File: src/rtl/mem_port_arbiter.sv
// Shares one single-port RAM among NCH requesters; fixed-priority or round-robin grant, optional busy timeout.
// Latency: request in IDLE -> strobe next cycle -> ready when ram_busy drops; requesters stall until their ready pulse.
module mem_port_arbiter #(
   parameter int NCH     = 2,
   parameter int AW      = 32,
   parameter int DW      = 32,
   parameter int MODE    = 0,
   parameter int TIMEOUT = 0
) (
   input  logic              CLK,
   input  logic              nRST,
   input  logic [NCH-1:0]    ch_ren,
   input  logic [NCH-1:0]    ch_wen,
   input  logic [NCH*AW-1:0] ch_addr,
   input  logic [NCH*DW-1:0] ch_wdata,
   output logic [NCH-1:0]    ch_ready,
   output logic [NCH-1:0]    ch_err,
   output logic [DW-1:0]     ch_rdata,
   output logic              ram_ren,
   output logic              ram_wen,
   output logic [AW-1:0]     ram_addr,
   output logic [DW-1:0]     ram_wdata,
   input  logic [DW-1:0]     ram_rdata,
   input  logic              ram_busy
);

   localparam int GW = (NCH > 1) ? $clog2(NCH) : 1;
   localparam int CW = (TIMEOUT > 1) ? $clog2(TIMEOUT) : 1;

   typedef enum logic {IDLE, ACCESS} state_t;

   state_t         state;
   logic [GW-1:0]  grant;
   logic [GW-1:0]  rr_ptr;
   logic           op_wr;
   logic [AW-1:0]  addr_q;
   logic [DW-1:0]  wdata_q;
   logic [CW-1:0]  wait_cnt;

   logic [NCH-1:0] req;
   logic [GW-1:0]  winner;
   logic           found;
   logic           to_hit;
   logic           done;
   logic [GW-1:0]  next_ptr;

   assign req = ch_ren | ch_wen;

   // Scan starts at rr_ptr in round-robin mode, at 0 in fixed-priority mode.
   always_comb begin
      int idx;
      idx    = 0;
      winner = '0;
      found  = 1'b0;
      for (int k = 0; k < NCH; k++) begin
         idx = (MODE == 1) ? ((int'(rr_ptr) + k) % NCH) : k;
         if (!found && req[idx]) begin
            found  = 1'b1;
            winner = GW'(idx);
         end
      end
   end

   assign to_hit   = (TIMEOUT > 0) && ram_busy && (wait_cnt == CW'(TIMEOUT - 1));
   assign done     = (state == ACCESS) && (!ram_busy || to_hit);
   assign next_ptr = (grant == GW'(NCH - 1)) ? '0 : grant + GW'(1);

   always_comb begin
      ch_ready = '0;
      ch_err   = '0;
      if (done) begin
         ch_ready[grant] = 1'b1;
         ch_err[grant]   = to_hit;
      end
   end

   // Read data passes straight through on a good read completion; zero otherwise.
   assign ch_rdata  = (done && !op_wr && !to_hit) ? ram_rdata : '0;
   assign ram_ren   = (state == ACCESS) && !op_wr;
   assign ram_wen   = (state == ACCESS) && op_wr;
   assign ram_addr  = (state == ACCESS) ? addr_q : '0;
   assign ram_wdata = (state == ACCESS) ? wdata_q : '0;

   always_ff @(posedge CLK or negedge nRST) begin
      if (!nRST) begin
         state    <= IDLE;
         grant    <= '0;
         rr_ptr   <= '0;
         op_wr    <= 1'b0;
         addr_q   <= '0;
         wdata_q  <= '0;
         wait_cnt <= '0;
      end else begin
         case (state)
            IDLE: begin
               wait_cnt <= '0;
               if (found) begin
                  grant   <= winner;
                  op_wr   <= ch_wen[winner];
                  addr_q  <= ch_addr[winner*AW +: AW];
                  wdata_q <= ch_wdata[winner*DW +: DW];
                  state   <= ACCESS;
               end
            end
            ACCESS: begin
               if (done) begin
                  state    <= IDLE;
                  wait_cnt <= '0;
                  rr_ptr   <= next_ptr;
               end else if (ram_busy) begin
                  wait_cnt <= wait_cnt + CW'(1);
               end
            end
            default: state <= IDLE;
         endcase
      end
   end

endmodule

File: config.mk
export PLATFORM = sky130hd
export DESIGN_NAME = mem_port_arbiter
export DESIGN_NICKNAME = d
export VERILOG_FILES = /design/src/rtl/mem_port_arbiter.sv
export SDC_FILE = /design/constraint.sdc
export NUM_CORES = 1
export LEC_CHECK = 0
export BUFFER_PORTS_ARGS = -buffer_cell sky130_fd_sc_hd__buf_2
export CORE_MARGIN = 5
export CORE_UTILIZATION = 40
export DETAILED_ROUTE_END_ITERATION = 8
export GPL_TIMING_DRIVEN = 0
export HOLD_SLACK_MARGIN = 0.1
export PLACE_DENSITY = 0.91
export SLEW_MARGIN = 20
export SYNTH_ARGS = -nofsm -noshare
export SYNTH_HDL_FRONTEND = slang
export SYNTH_SLANG_ARGS = --single-unit
File: constraint.sdc
create_clock -name CLK -period 1.7 [get_ports CLK]
set_input_delay 0.34 -clock CLK [delete_from_list [all_inputs] [get_ports CLK]]
set_output_delay 0.34 -clock CLK [all_outputs]
set_load 0.05 [all_outputs]
# After elaboration in Yosys (flattened, before gate mapping)
# Index checks and enable logic that the tools add are counted.
[word_totals]
reg_bits = 67
out_inout_bits = 102
inputBits = 167
[classes]
n_reduce_logical = 10
n_bitwise = 2
n_mux = 14
n_shift = 2
order_cmp = 3
[ops]
columns = ["cell", "count"]
rows = [
  ["64-bit by 7-bit variable part select with 32-bit output", 2],
  ["32-bit two-way mux", 3],
  ["1-bit two-way mux", 8],
  ["1-bit logical AND", 6],
  ["1-bit by 2-bit less-than comparator with 1-bit output (second input constant)", 2],
  ["1-bit logical NOT", 3],
  ["2-bit two-way mux", 1],
  ["2-bit bitwise OR", 1],
  ["1-bit case mux with 2 select lines", 1],
  ["2-bit AND reduction", 1],
  ["1-bit demux with 1-bit select", 1],
  ["1-bit greater-or-equal comparator (second input constant)", 1],
  ["1-bit inverter", 1],
]

# Logic depth before layout (Yosys ltp)
# Gate-level depths: netlist of run 1.
[logic_depth]
depth_word = 7
ltp_mapped = 5
mapped_depth_nobuf = 3

# Least setup slack after synthesis of run 1
# Ideal clock, no wire load.
[synth_timing]
kind = "register to output"
start = "register state"
end = "output port ram_ren"
path_slack_ps = -92
n_path_buf = 1
stages_incl_launch_ff = 4
t_arrival_ps = 1452
required_time_ps = 1360
path_cell_list = "dfrtp_1 > clkbuf_1 > inv_1 > nor2_1"
[synth_via]
elab_chain_cells = 1
[synth_lines]
columns = ["item", "line", "source"]
rows = [
  ["start: declaration", "32", "state_t state;"],
  ["start signal: assignment", "86", "state <= IDLE;"],
  ["start signal: assignment", "102", "state <= ACCESS;"],
  ["start signal: assignment", "107", "state <= IDLE;"],
  ["1-bit logical AND", "79", "assign ram_ren = (state == ACCESS) && !op_wr;"],
  ["end: declaration", "19", "output logic ram_ren,"],
]
# Every way passes these cells.

# Final worst setup path of run 1
[layout_timing]
start = "register op_wr"
end = "output port ch_rdata[20]"
[layout_via]
elab_chain_cells = 3
[layout_lines]
columns = ["item", "line", "source"]
rows = [
  ["start: declaration", "35", "logic op_wr;"],
  ["start signal: assignment", "99", "op_wr <= ch_wen[winner];"],
  ["1-bit logical NOT", "78", "assign ch_rdata = (done && !op_wr && !to_hit) ? ram_rdata : '0;"],
  ["1-bit logical AND", "78", ""],
  ["32-bit two-way mux", "78", ""],
  ["end: declaration", "18", "output logic [DW-1:0] ch_rdata,"],
]
# Every way passes these cells.

==> metrics.csv, run 1 <==
stage;metric;value;unit
route;1st-iter DRT viols;316;
finish;final cell area excluding filler cells;0.00676;mm²
setup_path;slowest stage cell, crit path;dfrtp_1;
run;max_cap viols;0;
grt;gr usage total;26.3;%
sta;Final period util;111;%
yosys;Syn Inst Count;349;
yosys;leading post-synthesis cells by cell area;dfrtp_1 (44%), o221a_2 (16%), and2_1 (16%), or3_1 (11%), buf_6 (4.2%);
clock_network;clock sink count;67;
placed_design;count of input and output buffers;266;
yosys;main combinational cell family by area after synthesis;simple AND/OR/NAND/NOR gates;
floorplanning;Die X;107;µm
route;DRC;0;
setup_path;CP Class;flop to output pin;
yosys;Synth cell types;22;
sta;endpoints failing hold;0;
grt;wire length of the first global-routing pass;23.8;mm
route;routed vias;4323;
sta;Final Max Tran Viols;0;
yosys;Adder-Cell Fraction of Synth Area;0;%
yosys;cell accounting for the most synthesized area;dfrtp_1;
grt;largest net degree at the start of global routing;36;
yosys;most common library cells after synthesis;and2_1 (98), dfrtp_1 (67), or3_1 (64);
clock_network;CTS tree;done;
pwr;clock share of power;17.2;%
setup_path;CP Cell Sequence;nor2_4, buf_12, clkbuf_16, and2_4, buf_6;
route;via/cell ratio;5.54;
finish;area grow syn2layout;78.0;%
floorplanning;# rows;35;
setup_path;Crit Path Max Fanout;8;
sta;unrepaired setup endpoints after global routing;true;
placed_design;Inst Count DP;746;
setup_path;Setup crit start kind;flop;
pwr;sequential share of power;30.7;%
yosys;syn_area_per_cell;10.9;µm²
clock_network;htree depth;3;
setup_path;FF-to-FF setup slack;-0.07;ns
setup_path;crit path DAT;1.55;ns
worst_hold_path;Hold Path Class;primary input to flop;
pwr;Combinational Power Share;52.1;%
yosys;ys async rst share;100;%
sta;final worst slack;-0.193;ns
floorplanning;die height;107;µm
placed_design;post-DP HPWL;11.1;mm
sta;number of setup violations in the final report;159;
yosys;Synth Area in XOR/XNOR;0;%
grt;grt ovf;0;
outcome;status;finished, violations left;
sta;skew final;0.0112;ns
pwr;peak supply drop;0.554;mV
yosys;predominant post-synthesis flop cell;dfrtp_1;
yosys;Seq/Total Area, Yosys;44.2;%
finish;Fillers;602;
finish;fin nets;814;
pwr;sw frac;40.8;%
yosys;Post-synth EDFFs;0;
yosys;top-area cell type share of the netlist area;44.2;%
clock_network;Bufs on Longest Clock Path;2;
sta;Fmax;0.528;GHz
route;detailed-route wire length per cell;21.9;µm
placed_design;gp weighted congestion;0.912;
yosys;Post-Synth Simple-Gate Area;27.9;%
yosys;most numerous cell in the Yosys netlist;and2_1;
finish;share of layout cells above drive strength 1;73.8;%
finish;final non-filler cell total;781;
pwr;Pleak;0.00319;µW
outcome;failing checks;setup timing;
grt;initial antenna violation count;0;
yosys;Compound-Gate Fraction of Synth Area;20.7;%
floorplanning;core area;0.00924;mm²
clock_network;Worst-Skew Late Latency;0.33;ns
yosys;#FFs+latches synth;67;
pwr;Int Pwr;3990;µW
floorplanning;I/O Pins;269;
setup_path;Worst path max stage delay;0.46;ns
pwr;Psw;2750;µW
route;Antenna Nets Post-Route;0;
clock_network;CTS root buf;clkbuf_8;
placed_design;dpl cell area;0.00532;mm²
grt;vias in the first global route;4558;
floorplanning;starting density of the core;41.1;%
sta;post-layout min period;1.89;ns
yosys;mux cell area share after synthesis;0;%
clock_network;Reg clk slew, reported paths;0.08;ns
yosys;Netlist Area Pre-Place;0.00380;mm²
yosys;number of synthesis warnings;0;
route;Initial DRT Pass Iterations;5;
pwr;pwr dens;998;mW/mm²
setup_path;Critical Path RT;1.36;ns
finish;antenna cells;0;
floorplanning;die area;0.0115;mm²
placed_design;pre-CTS WS;-0.350;ns
setup_path;Worst Setup End Kind;output pin;
clock_network;number of CTS-inserted buffers;9;
route;WL final;17.1;mm
-- sequential cells by signal, indices dropped and copies added (netlist names) --
signal,flops
wdata_q,32
addr_q,32
op_wr,1
grant,1
state,1
-- per-layer routing --
layer | share of wire, % | track usage, % | wire [µm] | up-vias
met5 | 0 | 0 | 0 | -
met4 | 3.7 | 10.1 | 633 | 0
met3 | 7.6 | 5.82 | 1310 | 53
met2 | 52 | 46.6 | 8900 | 289
met1 | 37 | 31.0 | 6260 | 2098
li1 | - | - | - | 1883
-- per-stage QoR --
| step | total power, µW | hold slack [ns] | utilization (%) | setup TNS, ns |
|---|---|---|---|---|
| 5_1_grt | 7000 | 0.271 | 73.1 | -20.81 |
| 3_3_place_gp | 4570 | 0.498 | 57.3 | -23.83 |
| 3_5_place_dp | 4640 | 0.316 | 57.5 | -25.74 |
| 6_report | 6740 | 0.277 | 73.1 | -15.04 |
| 4_1_cts | 6490 | 0.261 | 70.1 | -10.41 |
| 2_1_floorplan | 3900 | 0.0444 | - | 0 |
-- cells in the final DEF (no fill, tap or decap), types with 2 or more instances in the layout --
master	n
clkinvlp_4	4
clkinv_2	3
and2_1	10
buf_6	92
clkbuf_16	3
buf_8	27
dfrtp_1	66
buf_12	3
nor2_1	2
buf_2	166
o221a_2	54
or3_1	64
clkbuf_1	10
o221a_1	9
nor2_4	3
clkbuf_8	11
conb_1	2
and2_4	88
buf_4	19
-- logic make-up (layout without fill, tap and decap cells) --
family	Yosys count	count (layout)
flops	67	67
compound gates	71	71
buf+inv	40	342
other cells	1	2
simple gates	170	170
-- repair_timing --
action,in CTS,in global routing
hold buffers,1,0
endpoints found under the hold margin,32,0
gates resized for setup,279,76
pin swaps,3,13
setup buffers,13,5
setup endpoints to repair,100,158
gates cloned,1,3
-- power groups by stage --
stage | sequential [µW] | combinational [µW] | clock, µW
CTS | 2050 | 3250 | 1190
global route | 2100 | 3650 | 1260
global placement | 2040 | 2530 | 0
floorplan | 2000 | 1900 | 0
finish | 2070 | 3510 | 1160
detailed placement | 2050 | 2590 | 0
-- critical path, delay by kind of cell (launching register included) --
family                 cells  cell delay (ns)
buffers and inverters      3             0.44
flip-flops                 1             0.46
AND/OR/NAND/NOR            2             0.31
-- layout make-up --
cell class / count / area, µm² / area share, %
inverters: 2 / 12.5 / 0.185
multi-input cells: 243 / 2110 / 31.2
flip-flops and latches: 67 / 1680 / 24.8
well taps: 129 / 161 / 2.39
repair buffers: 287 / 2250 / 33.3
plain buffers: 37 / 378 / 5.59
clock buffers: 9 / 124 / 1.83
clock inverters: 7 / 45.0 / 0.667
-- worst paths after layout --
kind                             startpoint      endpoint  depth (start not counted)
worst max-delay path                  op_wr  ch_rdata[20]                          5
worst min-delay path              ch_ren[0]         op_wr                          2
worst max register to register        state     addr_q[8]                          6
worst min register to register  wdata_q[31]   wdata_q[31]                          1
max in group asynchronous              nRST    addr_q[20]                          3
min in group asynchronous              nRST     addr_q[4]                          2
(Power assumes the default switching activity.)
==> run 2, diff against run 1 <==
SKIP_LAST_GASP = 1   (was not set)
==> run 2 against run 1 <==
  * The flow still finishes with violations (setup timing)
  * Setup slack got worse by 0.077 ns
  * Sequential share of layout area rose by 0.70 points
  * Cell count rose by 0.13%
  * Sequential power barely moved
  * Total power fell by 3.3%
  * First-iteration DRC count fell by 19%
  * Routed wire length fell by 2.4%
  * Clock skew fell by 0.00062 ns
  * Clock-buffer cell count did not move
  * Critical endpoint is now ch_rdata[23]
  * Largest cell class unchanged
  * Largest power group unchanged
==> metrics.csv, run 2 (synthesis gave the netlist of run 1 again) <==
stage;metric;value;unit;change
outcome;failing checks;setup timing;;
setup_path;slowest stage cell, crit path;dfrtp_2;;
finish;most frequent cells in the layout;buf_2 (166), buf_6 (102), dfrtp_1 (66);;
grt;grt ovf;0;;unchanged
clock_network;CTS tree;done;;
finish;antenna cells;0;;unchanged
sta;endpoints failing hold;0;;unchanged
floorplanning;starting density of the core;41.1;%;unchanged
clock_network;CTS root buf;clkbuf_8;;
placed_design;count of input and output buffers;266;;unchanged
floorplanning;core area;0.00924;mm²;unchanged
worst_hold_path;worst hold stages;2;;unchanged
setup_path;Setup crit start kind;flop;;
placed_design;Inst Count DP;746;;unchanged
grt;initial antenna violation count;0;;unchanged
route;DRC;0;;unchanged
finish;final non-filler cell total;782;;+0.13%
setup_path;Worst path max stage delay;0.46;ns;about the same
setup_path;Worst Setup End Kind;output pin;;
grt;wire length of the first global-routing pass;23.6;mm;-0.61%
clock_network;clock sink count;67;;unchanged
outcome;status;finished, violations left;;
pwr;pwr dens;992;mW/mm²;-0.58%
placed_design;gp weighted congestion;0.912;;unchanged
finish;share of layout cells above drive strength 1;65.8;%;-7.9 points
setup_path;Crit Path Max Fanout;8;;unchanged
finish;fin nets;815;;+0.12%
sta;post-layout min period;1.97;ns;+0.0767 ns
setup_path;crit path DAT;1.63;ns;+0.08 ns
clock_network;htree depth;3;;unchanged
finish;Fillers;627;;+4.2%
route;via/cell ratio;5.42;;-2.1%
setup_path;CP Cell Sequence;nand2b_4, nor2_4, buf_12, clkbuf_16, and2_1, buf_6;;
sta;final worst slack;-0.270;ns;-0.0767 ns
route;Antenna Nets Post-Route;0;;unchanged
worst_hold_path;Hold Path Class;primary input to flop;;
clock_network;Bufs on Longest Clock Path;2;;unchanged
placed_design;post-DP HPWL;11.1;mm;unchanged
pwr;Pleak;0.00307;µW;-3.9%
floorplanning;die area;0.0115;mm²;unchanged
setup_path;worst path bufs/invs;3;;unchanged
route;Initial DRT Pass Iterations;4;;-1
grt;vias in the first global route;4538;;-0.44%
setup_path;Critical Path RT;1.36;ns;about the same
route;WL final;16.7;mm;-2.4%
sta;TNS Setup;-22.74;ns;-7.70 ns
grt;gr usage total;26.2;%;-0.15 points
clock_network;number of CTS-inserted buffers;9;;unchanged
sta;Final Max Tran Viols;0;;unchanged
floorplanning;I/O Pins;269;;unchanged
finish;largest registers;addr_q: 32 flops, wdata_q: 32 flops;;
run;max_cap viols;0;;unchanged
grt;largest net degree at the start of global routing;36;;unchanged
route;routed vias;4237;;-2.0%
setup_path;Worst path depth;6;;+1
sta;number of setup violations in the final report;160;;+0.63%
floorplanning;Die X;107;µm;unchanged
setup_path;worst r2r path cells;11;;+5
route;1st-iter DRT viols;255;;-19%
route;detailed-route wire length per cell;21.4;µm;-2.5%
sta;Fmax;0.508;GHz;-3.9%
finish;commonest non-fill, non-tap cell in the layout;buf_2;;
clock_network;Worst-Skew Late Latency;0.33;ns;about the same
pwr;peak supply drop;0.507;mV;-8.5%
clock_network;Reg clk slew, reported paths;0.08;ns;about the same
floorplanning;die height;107;µm;unchanged
sta;skew final;0.0106;ns;-0.000623 ns
sta;unrepaired setup endpoints after global routing;true;;
setup_path;Top Family by Delay on Critical Path;flip-flops;;
sta;Final period util;116;%;+4.5 points
finish;area grow syn2layout;73.1;%;
setup_path;CP Class;flop to output pin;;
floorplanning;# rows;35;;unchanged
## run 2: cell count changes in the layout (fill, tap and decap cells not counted), moves of 4 or more
cell    before  now
and2_4      88   36
and2_1      10   62
buf_8       27   13
buf_4       19   23
buf_6       92  102
## run 2: path summary, 6_finish.rpt
| kind | slack (ns) | start | end |
|---|---|---|---|
| worst max-delay path | -0.27 | state | ch_rdata[23] |
| worst min-delay path | 0.28 | ch_ren[0] | op_wr |
| max in group asynchronous | 0.64 | nRST | addr_q[30] |
| min in group asynchronous | 0.51 | nRST | wdata_q[20] |
| worst min register to register | 0.55 | wdata_q[9] | wdata_q[9] |
| worst max register to register | -0.16 | state | state |
## run 2: per-stage QoR
stage               util (%)  total power, µW  setup WS, ns  area (µm²)  hold slack, ns
global placement        57.3             4570        -0.353        5300           0.498
finish                  71.1             6520        -0.270        6570           0.283
detailed placement      57.5             4640        -0.350        5320           0.316
CTS                     68.7             6380        -0.205        6350           0.261
global route            71.1             6770        -0.284        6570           0.273
floorplan                  -             3900       0.00266        3800          0.0444
## run 2: layout make-up
type	count	area [µm²]	share of cell area [%]
well taps	129	161	2.46
multi-input cells	243	1970	30.0
clock buffers	9	124	1.88
flip-flops and latches	67	1680	25.5
clock inverters	7	45.0	0.685
inverters	2	12.5	0.190
repair buffers	288	2220	33.8
plain buffers	37	359	5.46
## run 2: repair_timing
item / 4_1_cts / 5_1_grt
resized for setup: 242 / 46
endpoints found under the hold margin: 32 / 0
pin swaps: 3 / 1
gates cloned: 1 / 3
endpoints found under the setup margin: 100 / 158
buffers inserted: 13 / 4
hold buffers: 1 / 0
## run 2: worst register-to-register path: cells and delay by family, from the launching register on
kind | cells | cell delay [ns]
buffers and inverters | 9 | 1.15
flip-flops | 1 | 0.47
AO/OA/AOI/OAI | 1 | 0.12
AND/OR/NAND/NOR | 1 | 0.04
## run 2: layer usage
layer  vias up  wire (µm)  GRT usage (%)
li1       1883          -              -
met1      2053       6310           31.2
met2       257       8620           45.8
met3        44       1180           5.70
met4         0        587           10.3
met5         -          0              0
## run 2: report_power, final
group / switching (µW) / leakage, µW / internal (µW)
Sequential: 177 / 0.000734 / 1880
Clock: 642 / 0.0000770 / 521
Combinational: 1880 / 0.00226 / 1420
==> run 3, diff against run 2 <==
PLACE_DENSITY = 0.79   (was 0.91)
==> run 3 against run 2 <==
  * The run still ends with setup timing left
  * First-iteration DRC count increased by 2.4%
  * Sequential power about the same
  * Die area unchanged
  * Final area increased by 1.1%
  * Total power increased by 3.1%
  * Via count increased by 0.26%
==> metrics.csv, run 3 (synthesis gave the netlist of run 1 again) <==
stage;metric;value;unit;change
outcome;status;finished, violations left;;
outcome;failing checks;setup timing;;
route;via/cell ratio;5.45;;+0.52%
grt;gr usage total;25.3;%;-0.87 points
floorplanning;starting density of the core;41.1;%;unchanged
sta;Final period util;113;%;-2.8 points
floorplanning;die height;107;µm;unchanged
floorplanning;Die X;107;µm;unchanged
placed_design;gp weighted congestion;0.912;;about the same
sta;post-layout min period;1.92;ns;-0.0484 ns
finish;final core utilization;71.9;%;+0.77 points
finish;share of layout cells above drive strength 1;64.9;%;-0.99 points
clock_network;number of CTS-inserted buffers;9;;unchanged
grt;grt ovf;0;;unchanged
grt;initial antenna violation count;6;;+6
route;1st-iter DRT viols;261;;+2.4%
placed_design;post-DP HPWL;11.2;mm;+1.3%
clock_network;Reg clk slew, reported paths;0.07;ns;about the same
grt;vias in the first global route;4454;;-1.9%
route;DRC;0;;unchanged
clock_network;CTS root buf;clkbuf_8;;
finish;most frequent cells in the layout;buf_2 (166), buf_6 (78), dfrtp_1 (66);;
placed_design;pre-CTS WS;-0.401;ns;-0.0517 ns
floorplanning;die area;0.0115;mm²;unchanged
finish;area grow syn2layout;75.0;%;
finish;fin nets;808;;-0.86%
sta;skew final;0.0114;ns;+0.000797 ns
sta;endpoints failing hold;0;;unchanged
floorplanning;I/O Pins;269;;unchanged
run;max_cap viols;0;;unchanged
clock_network;clock sink count;67;;unchanged
setup_path;Setup crit start kind;flop;;
pwr;sw frac;39.1;%;-2.4 points
setup_path;Critical Path RT;1.36;ns;about the same
setup_path;crit path DAT;1.58;ns;-0.05 ns
setup_path;Worst Setup End Kind;output pin;;
sta;unrepaired setup endpoints after global routing;true;;
pwr;clock share of power;21.1;%;+3.3 points
pwr;Psw;2630;µW;-2.8%
setup_path;Crit Path Max Fanout;8;;unchanged
floorplanning;core area;0.00924;mm²;unchanged
route;routed vias;4248;;+0.26%
route;WL final;16.3;mm;-2.3%
route;Initial DRT Pass Iterations;4;;unchanged
sta;Fmax;0.520;GHz;+2.5%
worst_hold_path;Hold Path Class;primary input to flop;;
clock_network;Bufs on Longest Clock Path;2;;unchanged
route;Antenna Nets Post-Route;0;;unchanged
finish;commonest non-fill, non-tap cell in the layout;buf_2;;
pwr;Combinational Power Share;48.5;%;-2.2 points
clock_network;Worst-Skew Late Latency;0.33;ns;about the same
placed_design;count of input and output buffers;266;;unchanged
pwr;sequential share of power;30.4;%;-1.1 points
pwr;Pleak;0.00306;µW;about the same
route;detailed-route wire length per cell;20.9;µm;-2.1%
grt;largest net degree at the start of global routing;36;;unchanged
floorplanning;# rows;35;;unchanged
grt;wire length of the first global-routing pass;22.9;mm;-3.1%
sta;Final Max Tran Viols;0;;unchanged
pwr;peak supply drop;0.617;mV;+22%
clock_network;htree depth;3;;unchanged
sta;final worst slack;-0.222;ns;+0.0484 ns
finish;largest registers;addr_q: 32 flops, wdata_q: 32 flops;;
setup_path;CP Class;flop to output pin;;
pwr;Int Pwr;4090;µW;+7.2%
pwr;pwr dens;1010;mW/mm²;+2.0%
sta;number of setup violations in the final report;95;;-41%
clock_network;CTS tree;done;;
==> run 3: routing by layer <==
metal | vias to the layer above | track usage, % | share of wire, % | wire, µm
li1 | 1866 | - | - | -
met1 | 2113 | 29.2 | 36 | 5900
met2 | 222 | 43.2 | 52 | 8470
met3 | 45 | 7.32 | 8.0 | 1300
met4 | 2 | 11.6 | 3.9 | 628
met5 | - | 0 | 0.080 | 13
==> run 3: layout make-up <==
cell class	count	area, µm²
Antenna cell	5	12.5
Buffer	36	329
Clock buffer	11	131
Clock inverter	5	77.6
Fill cell	644	2600
Inverter	2	15.0
Multi-Input combinational cell	243	1960
Sequential cell	67	1680
Tap cell	129	161
Timing Repair Buffer	282	2280
==> run 3: final timing paths <==
kind | endpoint | start | slack [ns] | depth (start not counted)
max | ch_rdata[22] | state | -0.22 | 6
min | op_wr | ch_ren[0] | 0.25 | 2
max reg2reg | wdata_q[12] | state | 0.08 | 4
min reg2reg | wdata_q[20] | wdata_q[20] | 0.55 | 1
max in group asynchronous | state | nRST | 0.64 | 3
min in group asynchronous | addr_q[19] | nRST | 0.49 | 2
==> run 3: timing repair <==
action,4_1_cts,5_1_grt
gates cloned,0,3
pin swaps,2,24
setup buffers,8,7
resized for setup,228,75
setup endpoints to repair,99,123
hold buffers,1,0
endpoints found under the hold margin,32,0
==> run 3: through the flow <==
| step | instances | area (µm²) | TNS (ns) | hold WS, ns | power, µW |
|---|---|---|---|---|---|
| CTS | 770 | 6300 | -11.40 | 0.265 | 6560 |
| floorplan | 350 | 3800 | 0 | 0.0444 | 3900 |
| global route | 780 | 6640 | -17.39 | 0.261 | 6990 |
| finish | 780 | 6640 | -10.72 | 0.254 | 6720 |
| global placement | 745 | 5300 | -22.34 | 0.511 | 4590 |
| detailed placement | 746 | 5320 | -23.67 | 0.311 | 4640 |
==> run 3: worst max-delay path, cell delays in order, from the launching register on <==
cell       delay, ns
dfrtp_2         0.46
nand2b_4        0.08
nor2_4          0.11
buf_12          0.15
clkbuf_16       0.15
and2_4          0.16
buf_8           0.14
==> run 3: power groups by stage <==
stage	logic, µW	registers [µW]	clock network (µW)
global route	3400	2080	1520
CTS	3080	2040	1450
global placement	2540	2050	0
floorplan	1900	2000	0
detailed placement	2580	2060	0
finish	3260	2050	1420
